--- src/rtl/noc_flit_packetizer.sv ---
// Packetizer: turns a packet request plus payload words into head/body/tail flits for a downstream FIFO.
// Optional macro PKT_SEQ_EN enables a 6-bit head sequence counter in head bits [29:24].
module noc_flit_packetizer #(
    parameter int         NUM_BITS = 32,
    parameter logic [7:0] SRC_ID   = 8'd0
) (
    input  logic                clk,
    input  logic                rst_n,
    input  logic                pkt_valid,
    input  logic [7:0]          pkt_dst,
    input  logic [7:0]          pkt_len,
    output logic                pkt_ready,
    input  logic                pay_valid,
    input  logic [29:0]         pay_data,
    output logic                pay_ready,
    input  logic                fifo_full,
    output logic                wr_en,
    output logic [NUM_BITS-1:0] fifo_in,
    output logic                busy
);

    localparam logic [1:0] ST_IDLE    = 2'd0;
    localparam logic [1:0] ST_HEAD    = 2'd1;
    localparam logic [1:0] ST_PAYLOAD = 2'd2;

    logic [1:0]          state_q, state_d;
    logic [7:0]          dst_q, dst_d;
    logic [7:0]          len_q, len_d;
    logic [7:0]          rem_q, rem_d;
    logic [5:0]          seq_field;
    logic [NUM_BITS-1:0] flit;

`ifdef PKT_SEQ_EN
    logic [5:0] seq_q, seq_d;
    assign seq_field = seq_q;
`else
    assign seq_field = '0;
`endif

    always_comb begin
        state_d   = state_q;
        dst_d     = dst_q;
        len_d     = len_q;
        rem_d     = rem_q;
        pkt_ready = 1'b0;
        pay_ready = 1'b0;
        wr_en     = 1'b0;
        flit      = '0;
`ifdef PKT_SEQ_EN
        seq_d     = seq_q;
`endif
        case (state_q)
            ST_IDLE: begin
                pkt_ready = 1'b1;
                if (pkt_valid) begin
                    // Zero-length requests still carry one payload word (the tail).
                    state_d = ST_HEAD;
                    dst_d   = pkt_dst;
                    len_d   = (pkt_len == 8'd0) ? 8'd1 : pkt_len;
                    rem_d   = (pkt_len == 8'd0) ? 8'd1 : pkt_len;
                end
            end
            ST_HEAD: begin
                if (!fifo_full) begin
                    wr_en   = 1'b1;
                    flit    = {2'b01, seq_field, len_q, dst_q, SRC_ID};
                    state_d = ST_PAYLOAD;
`ifdef PKT_SEQ_EN
                    seq_d   = seq_q + 6'd1;
`endif
                end
            end
            ST_PAYLOAD: begin
                pay_ready = !fifo_full;
                if (pay_valid && !fifo_full) begin
                    wr_en = 1'b1;
                    flit  = {((rem_q == 8'd1) ? 2'b11 : 2'b10), pay_data};
                    rem_d = rem_q - 8'd1;
                    if (rem_q == 8'd1) begin
                        state_d = ST_IDLE;
                    end
                end
            end
            default: begin
                state_d = ST_IDLE;
            end
        endcase
    end

    assign fifo_in = flit;
    assign busy    = (state_q != ST_IDLE);

    always_ff @(posedge clk or posedge rst_n) begin
        if (rst_n) begin
            state_q <= ST_IDLE;
            dst_q   <= '0;
            len_q   <= '0;
            rem_q   <= '0;
`ifdef PKT_SEQ_EN
            seq_q   <= '0;
`endif
        end else begin
            state_q <= state_d;
            dst_q   <= dst_d;
            len_q   <= len_d;
            rem_q   <= rem_d;
`ifdef PKT_SEQ_EN
            seq_q   <= seq_d;
`endif
        end
    end

endmodule

--- config.mk ---
export PLATFORM = sky130hd
export DESIGN_NAME = noc_flit_packetizer
export DESIGN_NICKNAME = d
export VERILOG_FILES = /design/src/rtl/noc_flit_packetizer.sv
export SDC_FILE = /design/constraint.sdc
export NUM_CORES = 1
export LEC_CHECK = 0
export CORE_ASPECT_RATIO = 1.25
export CORE_UTILIZATION = 42
export CTS_CLUSTER_DIAMETER = 30
export DETAILED_ROUTE_END_ITERATION = 16
export PLACE_DENSITY = 0.82
export RECOVER_POWER = 25
export SLEW_MARGIN = 20
export SYNTH_ARGS = -nofsm -noshare
export SYNTH_HDL_FRONTEND = slang
export SYNTH_SLANG_ARGS = --single-unit
--- constraint.sdc ---
create_clock -name clk -period 5.3 [get_ports clk]
set_input_delay 1.06 -clock clk [delete_from_list [all_inputs] [get_ports clk]]
set_output_delay 1.06 -clock clk [all_outputs]
set_load 0.05 [all_outputs]
==> metrics.txt, run 1 <==
# TYPE chip_impl_metric gauge
chip_impl_metric{name="fp.dieH",unit="µm"} 71.50
chip_impl_metric{name="finalSetupTns",unit="ns"} 0
chip_impl_info{name="endpoint",value="fifo_in[30]"} 1
chip_impl_metric{name="placed_area",unit="µm²"} 2522
chip_impl_info{name="timing.critical_path.from",value="fifo_full"} 1
chip_impl_metric{name="count_of_state_elements_after_synthesis",unit=""} 26
chip_impl_metric{name="slowest_delay",unit="ns"} 0.82
chip_impl_metric{name="groute.usage.overall",unit="%"} 22.20
chip_impl_info{name="violations_in_the_final_reports",value="DRC"} 1
chip_impl_metric{name="grt.overflow.total",unit=""} 0
chip_impl_metric{name="layout.cell_area.non_filler",unit="µm²"} 2564
chip_impl_info{name="clock_tree.root_cell",value="clkbuf_8"} 1
chip_impl_info{name="worstSetupStartpointType",value="primary input"} 1
chip_impl_metric{name="synth_cells",unit=""} 164
chip_impl_info{name="criticalPathCategory",value="primary input to primary output"} 1
chip_impl_metric{name="syn_area",unit="µm²"} 1623
chip_impl_metric{name="timing.critical_path.required",unit="ns"} 4.24
chip_impl_metric{name="port_buffers",unit=""} 86
chip_impl_metric{name="cts_made_buffers",unit=""} 3
chip_impl_info{name="crit_path_frequent_cell",value="clkdlybuf4s50_1"} 1
chip_impl_metric{name="pre_cts_slack",unit="ns"} 0.6645
chip_impl_info{name="tritoncts",value="yes"} 1
chip_impl_metric{name="setup_viol_count_final",unit=""} 0
chip_impl_metric{name="grt_start_max_net_pins",unit=""} 32
chip_impl_metric{name="synth_nets",unit=""} 221
chip_impl_metric{name="io_pins",unit=""} 87
chip_impl_metric{name="detail_route_antenna_nets",unit=""} 0
chip_impl_metric{name="finalClockSkew",unit="ns"} 0.001302
chip_impl_info{name="path_delay_family",value="buffers and inverters"} 1
chip_impl_metric{name="timing.max_slew.rel_slack",unit="%"} 37.89
chip_impl_metric{name="slew_viol_final",unit=""} 0
chip_impl_metric{name="timing.final.hold_violations",unit=""} 0
chip_impl_metric{name="fin_ws",unit="ns"} 0.6549
chip_impl_info{name="dominantRegCellSynth",value="dfrtp_1"} 1
chip_impl_metric{name="cts.sinks",unit=""} 26
chip_impl_metric{name="num_vias",unit=""} 1538
chip_impl_metric{name="grt_pass1_vias",unit=""} 1508
chip_impl_info{name="result_of_the_run",value="finished with violations"} 1
chip_impl_metric{name="floorplan.initialDensity",unit="%"} 45.03
chip_impl_metric{name="ff2ff_setup_slack",unit="ns"} 3.15
chip_impl_metric{name="clk_path_buf_depth",unit=""} 2
chip_impl_metric{name="max_clock_freq",unit="GHz"} 0.2153
chip_impl_metric{name="worst-path-stages",unit=""} 5
chip_impl_info{name="synth_common_cells",value="dfrtp_1 (26), a22o_1 (16), and2_1 (14), mux2_2 (14)"} 1
chip_impl_metric{name="worst-path-buf-inv",unit=""} 2
chip_impl_metric{name="timing.max_cap.violations",unit=""} 0
chip_impl_metric{name="period_share",unit="%"} 87.64
chip_impl_metric{name="synth-edff-count",unit=""} 0
chip_impl_metric{name="antennaDiodeCount",unit=""} 0
chip_impl_metric{name="drtPass1Iterations",unit=""} 11
chip_impl_metric{name="synth_top_cell_area_share",unit="%"} 40.09
chip_impl_metric{name="die_area",unit="µm²"} 4118
chip_impl_metric{name="final_wirelength",unit="µm"} 4235
chip_impl_metric{name="cts_post_setup_buffers_inserted",unit=""} 0
chip_impl_metric{name="core_box_area",unit="µm²"} 3603
chip_impl_metric{name="power_density",unit="nW/µm²"} 459.9
chip_impl_metric{name="cts_hold_repair.buffers",unit=""} 0
chip_impl_metric{name="critPathMaxFanout",unit=""} 9
chip_impl_metric{name="cp.arrival",unit="ns"} 3.59
chip_impl_metric{name="post_synth_num_cell_types",unit=""} 37
chip_impl_info{name="synthMostInstantiatedCell",value="dfrtp_1"} 1
chip_impl_metric{name="worstMarginPinSlew",unit="ns"} 0.9259
chip_impl_metric{name="reg2regPathDepth",unit=""} 6
chip_impl_info{name="crit_path_top_delay_cell",value="clkdlybuf4s50_1"} 1
chip_impl_metric{name="cts.reportedPaths.clkPinSlew",unit="ns"} 0.08
chip_impl_metric{name="placementRows",unit=""} 24
chip_impl_metric{name="post_drt_via_cell_ratio",unit=""} 5.378
chip_impl_metric{name="synthArstFlopShare",unit="%"} 100.0
chip_impl_metric{name="first_iter_violations",unit=""} 63
chip_impl_metric{name="area_growth",unit="%"} 57.98
chip_impl_metric{name="synth.yosys.seq_area_share",unit="%"} 40.09
chip_impl_info{name="path_cells",value="clkdlybuf4s50_1 > or4bb_1 > or4_1 > o21ai_1 > clkdlybuf4s50_1"} 1
chip_impl_info{name="critical_path.reg2reg.endpoint",value="rem_q[7]"} 1
chip_impl_info{name="holdCritPathClass",value="flop to flop"} 1
chip_impl_metric{name="post_layout_net_count",unit=""} 306
chip_impl_metric{name="yosysWarningCount",unit=""} 0
chip_impl_metric{name="wl_per_cell",unit="µm"} 14.81
chip_impl_info{name="rsz0062_at_grt",value="false"} 1
chip_impl_info{name="post-synth-top-area-cell",value="dfrtp_1"} 1
chip_impl_metric{name="fraction_of_final_layout_cells_sized_beyond_drive_strength_1",unit="%"} 10.53
chip_impl_metric{name="final.min_clock_period",unit="ns"} 4.645
chip_impl_metric{name="chipWidth",unit="µm"} 57.60
chip_impl_metric{name="peakVddDrop",unit="V"} 0.0002302
chip_impl_info{name="regToRegStartpoint",value="state_q[1]"} 1
chip_impl_metric{name="cts_resized",unit=""} 0
chip_impl_metric{name="first_pass_grt_wire_length",unit="µm"} 7044
chip_impl_metric{name="average_instance_area_after_synthesis",unit="µm²"} 9.895
chip_impl_metric{name="leakage_power_figure",unit="nW"} 1.030
chip_impl_info{name="netlist_top_cells_area",value="dfrtp_1 (40%), mux2_2 (9.7%), a22o_1 (8.6%), and2_1 (5.4%), ha_1 (4.6%)"} 1
chip_impl_metric{name="worst_skew_late_latency",unit="ns"} 0.27
chip_impl_metric{name="dp_hpwl",unit="µm"} 3234
chip_impl_info{name="crit_path_end_kind",value="primary output"} 1
chip_impl_metric{name="drcViolationCount",unit=""} 11
chip_impl_metric{name="initial_antenna_violation_count",unit=""} 0
chip_impl_metric{name="gp_congestion",unit=""} 0.7115
chip_impl_metric{name="cts_h_tree_lvls",unit=""} 1
tightest hold or removal path: cells and delay by family, from the launching register on:
family	cells	cell delay, ns
DFF	1	0.36
AOI/OAI and AO/OA	1	0.06
and+or+nand+nor	1	0.05
worst min-delay path by stage:
stage,start,end,slack [ns],depth (start not counted)
finish,len_q[0],len_q[0],0.50,2
floorplan,len_q[7],len_q[7],0.45,2
detailed placement,len_q[0],len_q[0],0.48,2
global placement,len_q[0],len_q[0],0.47,2
global route,len_q[3],len_q[3],0.53,1
CTS,len_q[0],len_q[0],0.50,2
cell usage in the layout (no fill, tap or decap), types with 2 or more instances in the layout:
cell,instances
buf_4,3
o22a_1,7
inv_1,8
nor3_1,3
a21oi_1,10
or4_1,2
ha_1,6
nor2_1,8
mux2_2,14
dfrtp_1,26
a31oi_1,2
clkbuf_8,3
nand3_1,2
nor2b_1,2
nand2_1,10
clkdlybuf4s50_1,85
a22o_1,16
nand2b_1,4
and2_1,14
power by group:
group          internal, W  switching, W
Combinational     0.000306      0.000388
Clock            0.0000509     0.0000582
Sequential        0.000300     0.0000757
Total             0.000657      0.000522
layer usage:
layer / track usage [%] / up-vias / part of all wire, %
met5: 0 / - / 0
met4: 7.588 / 0 / 0.78
met3: 4.874 / 2 / 6.5
met2: 38.37 / 54 / 51
met1: 27.07 / 718 / 42
li1: - / 764 / -
registers in the layout, summed over array words and instances, names as in the netlist:
signal / count
len_q: 8
state_q: 2
dst_q: 8
rem_q: 8
kinds of logic after synthesis:
logic type | after synthesis | share of synthesized area, %
compound gates | 44 | 21.20
simple gates | 54 | 18.58
fa+ha+maj | 6 | 4.626
mux | 16 | 11.26
buf+inv | 18 | 4.240
flops | 26 | 40.09
final cells by class:
type	count	area, µm²
Clock buffer	3	41.29
Fill cell	291	1040
Inverter	9	33.78
Multi-Input combinational cell	120	905.9
Sequential cell	26	650.6
Tap cell	39	48.80
Timing Repair Buffer	89	883.3
per-stage QoR:
stage	instances	power, W	hold slack [ns]	util (%)
floorplan	164	0.0008706	0.4470	-
global placement	283	0.001058	0.4735	70.00
detailed placement	283	0.001078	0.4785	70.00
CTS	286	0.001189	0.4981	71.15
global route	286	0.001263	0.5271	71.15
finish	286	0.001179	0.4980	71.15
Note: power is estimated with default switching activity, not from simulation.
==> run 2: changes to the inputs <==
==> constraint.sdc (replaced) <==
create_clock -name clk -period 5.3 [get_ports clk]
set_input_delay 0.795 -clock clk [delete_from_list [all_inputs] [get_ports clk]]
set_output_delay 0.795 -clock clk [all_outputs]
set_load 0.05 [all_outputs]
==> run 2 against run 1 <==
  * First-iteration DRC count fell by 41%
  * The run still ends with DRC left
  * Final cell count unchanged
  * Via count up 2.3%
  * Clock skew increased by 0.0053 ns
  * Non-clock buffer count fell by 1
  * Critical path depth is the same
  * Sequential share of layout area is 0.22 points lower
==> metrics.txt, run 2 (synthesized netlist as in run 1, its figures left out) <==
# TYPE chip_impl_metric gauge
chip_impl_metric{name="period_share",unit="%"} 77.88
chip_impl_metric{name="grt.overflow.total",unit=""} 0
chip_impl_info{name="largestRegisters",value="dst_q (8), len_q (8), rem_q (8)"} 1
chip_impl_metric{name="timing.final.hold_violations",unit=""} 0
chip_impl_metric{name="timing.critical_path.required",unit="ns"} 4.51
chip_impl_metric{name="cts_made_buffers",unit=""} 3
chip_impl_metric{name="total_area_of_multi_input_combinational_cells",unit="µm²"} 905.9
chip_impl_metric{name="detail_route_antenna_nets",unit=""} 0
chip_impl_metric{name="worst_skew_late_latency",unit="ns"} 0.27
chip_impl_metric{name="cts.sinks",unit=""} 26
chip_impl_metric{name="timing.max_cap.violations",unit=""} 0
chip_impl_metric{name="chipWidth",unit="µm"} 57.60
chip_impl_metric{name="cts_hold_repair.buffers",unit=""} 0
chip_impl_info{name="rsz0062_at_grt",value="false"} 1
chip_impl_metric{name="grt_pass1_vias",unit=""} 1446
chip_impl_metric{name="cts_post_setup_buffers_inserted",unit=""} 0
chip_impl_metric{name="first_iter_violations",unit=""} 37
chip_impl_info{name="crit_path_end_kind",value="primary output"} 1
chip_impl_metric{name="hold-worst-slack",unit="ns"} 0.5016
chip_impl_info{name="violations_in_the_final_reports",value="DRC"} 1
chip_impl_info{name="holdCritPathClass",value="flop to flop"} 1
chip_impl_metric{name="finalClockSkew",unit="ns"} 0.006648
chip_impl_metric{name="fin_ws",unit="ns"} 1.172
chip_impl_metric{name="max_clock_freq",unit="GHz"} 0.2423
chip_impl_metric{name="final.min_clock_period",unit="ns"} 4.128
chip_impl_info{name="layout.cells.most_common",value="clkdlybuf4s50_1"} 1
chip_impl_metric{name="io_pins",unit=""} 87
chip_impl_metric{name="fillers",unit=""} 275
chip_impl_metric{name="fraction_of_final_layout_cells_sized_beyond_drive_strength_1",unit="%"} 10.53
chip_impl_metric{name="port_buffers",unit=""} 86
chip_impl_info{name="worstSetupStartpointType",value="primary input"} 1
chip_impl_metric{name="finalSetupTns",unit="ns"} 0
chip_impl_metric{name="area.sequential",unit="µm²"} 650.6
chip_impl_metric{name="drtPass1Iterations",unit=""} 13
chip_impl_metric{name="gp_congestion",unit=""} 0.7242
chip_impl_metric{name="power_density",unit="nW/µm²"} 476.2
chip_impl_metric{name="final_wirelength",unit="µm"} 4207
chip_impl_metric{name="cp.arrival",unit="ns"} 3.33
chip_impl_metric{name="num_vias",unit=""} 1573
chip_impl_metric{name="wl_per_cell",unit="µm"} 14.71
chip_impl_metric{name="first_pass_grt_wire_length",unit="µm"} 6762
chip_impl_metric{name="groute.usage.overall",unit="%"} 21.06
chip_impl_metric{name="core_box_area",unit="µm²"} 3603
chip_impl_metric{name="drcViolationCount",unit=""} 10
chip_impl_metric{name="antennaDiodeCount",unit=""} 0
chip_impl_metric{name="fp.dieH",unit="µm"} 71.50
chip_impl_metric{name="setup_viol_count_final",unit=""} 0
chip_impl_metric{name="cts.reportedPaths.clkPinSlew",unit="ns"} 0.09
chip_impl_info{name="final_cell_mix",value="clkdlybuf4s50_1 (85), dfrtp_1 (26), a22o_1 (16)"} 1
chip_impl_metric{name="grt_start_max_net_pins",unit=""} 32
chip_impl_metric{name="post_layout_net_count",unit=""} 305
chip_impl_metric{name="dp_hpwl",unit="µm"} 3248
chip_impl_metric{name="peakVddDrop",unit="V"} 0.0002608
chip_impl_metric{name="timing.max_slew.rel_slack",unit="%"} 38.01
chip_impl_info{name="clock_tree.root_cell",value="clkbuf_8"} 1
chip_impl_metric{name="post_drt_via_cell_ratio",unit=""} 5.500
chip_impl_metric{name="clk_path_buf_depth",unit=""} 2
chip_impl_metric{name="placementRows",unit=""} 24
chip_impl_metric{name="initial_antenna_violation_count",unit=""} 0
chip_impl_metric{name="slew_viol_final",unit=""} 0
chip_impl_metric{name="pre_cts_slack",unit="ns"} 1.183
chip_impl_info{name="tritoncts",value="yes"} 1
chip_impl_metric{name="leakage_power_figure",unit="nW"} 1.039
chip_impl_metric{name="cts_h_tree_lvls",unit=""} 1
chip_impl_metric{name="floorplan.initialDensity",unit="%"} 45.03
chip_impl_info{name="criticalPathCategory",value="primary input to primary output"} 1
chip_impl_metric{name="die_area",unit="µm²"} 4118
chip_impl_metric{name="area_growth",unit="%"} 59.37
chip_impl_metric{name="critPathMaxFanout",unit=""} 9
chip_impl_metric{name="cts_resized",unit=""} 0
chip_impl_metric{name="worstMarginPinSlew",unit="ns"} 0.9241
chip_impl_info{name="result_of_the_run",value="finished with violations"} 1
[run 2: cell count changes in the layout (fill, tap and decap cells not counted), sizes merged]
cell and delta:
bufinv +1, buf -1
[run 2: path summary, 6_finish.rpt]
path                       slack, ns       start           to  cells past startpoint
setup / recovery                1.17   fifo_full  fifo_in[30]                      5
setup reg to reg                2.81  state_q[0]     rem_q[7]                      6
hold reg to reg                 0.50    len_q[7]     len_q[7]                      2
max in group asynchronous       3.82       rst_n     rem_q[0]                      2
hold / removal                  0.50    len_q[7]     len_q[7]                      2
min in group asynchronous       1.05       rst_n     dst_q[7]                      2
[run 2: routing by layer]
metal	GRT usage, %	wire [µm]	vias up
li1	-	-	759
met4	5.691	39	0
met3	2.347	260	5
met5	0	0	-
met1	25.78	1721	753
met2	38.63	2186	56
[run 2: final cells by class]
cell class	instances	share of cell area (%)
Clock inverter	1	1.161
Sequential cell	26	25.16
Clock buffer	3	1.597
Inverter	9	1.306
Timing Repair Buffer	88	33.87
Tap cell	39	1.887
Multi-Input combinational cell	120	35.03
[run 2: per-stage QoR]
stage	power, W	utilization, %	cells	instance area (µm²)
finish	0.001231	71.77	286	2586
detailed placement	0.001075	69.79	282	2515
floorplan	0.0008706	-	164	1623
global placement	0.001057	69.79	282	2515
global route	0.001312	71.77	286	2586
CTS	0.001239	71.77	286	2586
[run 2: worst max-delay path: stages]
cell             delay [ns]
clkdlybuf4s50_1        0.54
or4bb_1                0.59
or4_1                  0.50
o21ai_1                0.09
clkdlybuf4s50_1        0.82
[run 2: where the power goes]
part	internal [W]	switching, W
logic	0.000305	0.000386
clock network	0.000101	0.0000627
registers	0.000300	0.0000769
==> run 3: changes to the inputs <==
CORE_UTILIZATION = 39   (was 42)
PLACE_DENSITY = 0.77   (was 0.82)
clock period = 3.9 ns   (was 5.3 ns; I/O delays follow)
==> run 3 against run 2 <==
  * The run now ends clean
  * Sequential share of layout area is 0.53 points higher
  * Global-route usage is 0.94 points lower
  * Count of clock-buffer cells in the layout unchanged
  * Critical path type unchanged
  * Die area increased by 7.5%
  * Final cell count increased by 5.6%
  * Largest cell class unchanged
  * Largest power group unchanged
  * Critical endpoint unchanged
==> metrics.txt, run 3 (synthesized netlist as in run 1, its figures left out) <==
# TYPE chip_impl_metric gauge
chip_impl_metric{name="cts.reportedPaths.clkPinSlew",unit="ns"} 0.09
chip_impl_metric{name="dp_hpwl",unit="µm"} 3292
chip_impl_metric{name="layout.cell_area.non_filler",unit="µm²"} 2532
chip_impl_metric{name="initial_antenna_violation_count",unit=""} 0
chip_impl_metric{name="cts_h_tree_lvls",unit=""} 1
chip_impl_metric{name="first_pass_grt_wire_length",unit="µm"} 6693
chip_impl_info{name="regToRegStartpoint",value="state_q[0]"} 1
chip_impl_metric{name="power.share.combinational",unit="%"} 55.9
chip_impl_metric{name="worstMarginPinSlew",unit="ns"} 0.9422
chip_impl_metric{name="drtPass1Iterations",unit=""} 4
chip_impl_info{name="tritoncts",value="yes"} 1
chip_impl_metric{name="num_vias",unit=""} 1552
chip_impl_metric{name="cts_made_buffers",unit=""} 3
chip_impl_info{name="final_cell_mix",value="clkdlybuf4s50_1 (53), buf_4 (35), dfrtp_1 (26)"} 1
chip_impl_metric{name="netSwitchingFraction",unit="%"} 43.24
chip_impl_info{name="layout.cells.most_common",value="clkdlybuf4s50_1"} 1
chip_impl_metric{name="grt_pass1_vias",unit=""} 1390
chip_impl_metric{name="post_layout_net_count",unit=""} 306
chip_impl_info{name="endpoint",value="fifo_in[30]"} 1
chip_impl_metric{name="area_growth",unit="%"} 56.05
chip_impl_metric{name="drcViolationCount",unit=""} 0
chip_impl_metric{name="final.min_clock_period",unit="ns"} 3.066
chip_impl_metric{name="timing.max_cap.violations",unit=""} 0
chip_impl_metric{name="placementRows",unit=""} 25
chip_impl_metric{name="grt_start_max_net_pins",unit=""} 32
chip_impl_metric{name="cts.sinks",unit=""} 26
chip_impl_metric{name="grt.overflow.total",unit=""} 0
chip_impl_info{name="holdCritPathClass",value="flop to flop"} 1
chip_impl_metric{name="finalSetupTns",unit="ns"} 0
chip_impl_info{name="timing.critical_path.from",value="fifo_full"} 1
chip_impl_metric{name="worst-path-stages",unit=""} 5
chip_impl_metric{name="timing.max_slew.rel_slack",unit="%"} 36.80
chip_impl_metric{name="io_pins",unit=""} 87
chip_impl_info{name="worstSetupStartpointType",value="primary input"} 1
chip_impl_metric{name="core_box_area",unit="µm²"} 3879
chip_impl_metric{name="sequentialPowerShare",unit="%"} 30.7
chip_impl_info{name="critical_path.reg2reg.endpoint",value="rem_q[7]"} 1
chip_impl_info{name="path_cells",value="clkdlybuf4s50_1 > or4bb_1 > or4_1 > o21ai_1 > buf_4"} 1
chip_impl_info{name="crit_path_end_kind",value="primary output"} 1
chip_impl_metric{name="p_switching",unit="W"} 0.0007198
chip_impl_metric{name="first_iter_violations",unit=""} 35
chip_impl_metric{name="power_density",unit="nW/µm²"} 657.4
chip_impl_info{name="largestRegisters",value="dst_q (8), len_q (8), rem_q (8)"} 1
chip_impl_metric{name="post_drt_via_cell_ratio",unit=""} 5.139
chip_impl_info{name="criticalPathCategory",value="primary input to primary output"} 1
chip_impl_metric{name="ff2ff_setup_slack",unit="ns"} 1.76
chip_impl_metric{name="fp.dieH",unit="µm"} 74.12
chip_impl_info{name="clock_tree.root_cell",value="clkbuf_8"} 1
chip_impl_metric{name="antennaDiodeCount",unit=""} 0
chip_impl_metric{name="cell_internal_pwr",unit="W"} 0.0009450
chip_impl_metric{name="slowest_delay",unit="ns"} 0.58
chip_impl_metric{name="clk_path_buf_depth",unit=""} 2
chip_impl_metric{name="leakage_power_figure",unit="nW"} 1.108
chip_impl_metric{name="period_share",unit="%"} 78.62
chip_impl_metric{name="gp_congestion",unit=""} 0.7744
chip_impl_metric{name="wl_per_cell",unit="µm"} 14.36
chip_impl_metric{name="chipWidth",unit="µm"} 59.70
chip_impl_metric{name="max_clock_freq",unit="GHz"} 0.3261
chip_impl_info{name="path_delay_family",value="simple AND/OR/NAND/NOR gates"} 1
chip_impl_metric{name="fraction_of_final_layout_cells_sized_beyond_drive_strength_1",unit="%"} 23.79
chip_impl_metric{name="cp.arrival",unit="ns"} 2.48
chip_impl_metric{name="cts_post_setup_buffers_inserted",unit=""} 0
chip_impl_info{name="result_of_the_run",value="finished, final reports clean"} 1
chip_impl_metric{name="placed_area",unit="µm²"} 2461
chip_impl_info{name="crit_path_top_delay_cell",value="or4bb_1"} 1
chip_impl_metric{name="cts_resized",unit=""} 0
chip_impl_metric{name="peakVddDrop",unit="V"} 0.0003280
chip_impl_metric{name="hold_path_depth",unit=""} 2
chip_impl_metric{name="clock_power_share",unit="%"} 13.4
chip_impl_metric{name="timing.critical_path.required",unit="ns"} 3.31
chip_impl_metric{name="detail_route_antenna_nets",unit=""} 0
chip_impl_metric{name="worst_skew_late_latency",unit="ns"} 0.27
chip_impl_metric{name="setup_viol_count_final",unit=""} 0
chip_impl_metric{name="die_area",unit="µm²"} 4425
chip_impl_metric{name="reg2regPathDepth",unit=""} 6
chip_impl_metric{name="timing.final.hold_violations",unit=""} 0
chip_impl_metric{name="floorplan.initialDensity",unit="%"} 41.84
chip_impl_metric{name="port_buffers",unit=""} 86
chip_impl_metric{name="critPathMaxFanout",unit=""} 9
chip_impl_metric{name="slew_viol_final",unit=""} 0
chip_impl_metric{name="cts_hold_repair.buffers",unit=""} 0
chip_impl_metric{name="fillers",unit=""} 359
chip_impl_metric{name="groute.usage.overall",unit="%"} 20.12
chip_impl_metric{name="final_wirelength",unit="µm"} 4336
chip_impl_info{name="rsz0062_at_grt",value="false"} 1
chip_impl_metric{name="finalClockSkew",unit="ns"} 0.0009126
chip_impl_metric{name="worst-path-buf-inv",unit=""} 2
==> run 3: area by class of cell <==
cell class | count | area, µm² | area share [%]
clock buffer | 3 | 41.29 | 1.630
clock inverter | 1 | 30.03 | 1.186
timing repair buffer | 89 | 803.3 | 31.72
sequential | 26 | 650.6 | 25.69
inverter | 9 | 33.78 | 1.334
tap | 54 | 67.56 | 2.668
multi-input combinational | 120 | 905.9 | 35.77
==> run 3: how the worst min path moves through the flow <==
stage,startpoint,endpoint,slack [ns]
global placement,len_q[7],len_q[7],0.47
finish,len_q[7],len_q[7],0.49
detailed placement,len_q[7],len_q[7],0.47
global route,len_q[7],len_q[7],0.51
floorplan,len_q[7],len_q[7],0.45
CTS,len_q[7],len_q[7],0.50
==> run 3: routing by layer <==
layer | GRT usage [%] | wire length, µm
met5 | 0 | 0
met4 | 9.302 | 97
met3 | 3.826 | 312
met2 | 34.44 | 2118
met1 | 24.12 | 1806
==> run 3: worst reg2reg max path, cell delays in order (launching register included) <==
cell,delay (ns)
dfrtp_1,0.41
inv_1,0.12
ha_1,0.28
nor2b_1,0.34
a21o_1,0.43
nor4b_1,0.12
a311o_1,0.33
==> run 3: through the flow <==
step | total power (W) | cells | worst slack (ns) | hold slack (ns) | utilization (%)
6_report | 0.001665 | 302 | 0.8337 | 0.4872 | 65.29
5_1_grt | 0.001786 | 302 | 0.7729 | 0.5116 | 65.29
4_1_cts | 0.001682 | 302 | 0.8272 | 0.4951 | 65.29
3_5_place_dp | 0.001453 | 298 | 0.8264 | 0.4723 | 63.45
3_3_place_gp | 0.001424 | 298 | 0.8365 | 0.4735 | 63.45
2_1_floorplan | 0.001183 | 164 | 1.058 | 0.4470 | -
==> run 3: power groups by stage <==
| stage | clock, W | sequential [W] | combinational (W) |
|---|---|---|---|
| 3_5_place_dp | 0 | 0.000516 | 0.000936 |
| 3_3_place_gp | 0 | 0.000508 | 0.000916 |
| 6_report | 0.000223 | 0.000511 | 0.000931 |
| 4_1_cts | 0.000231 | 0.000511 | 0.000941 |
| 2_1_floorplan | 0 | 0.000483 | 0.000700 |
| 5_1_grt | 0.000240 | 0.000531 | 0.00102 |
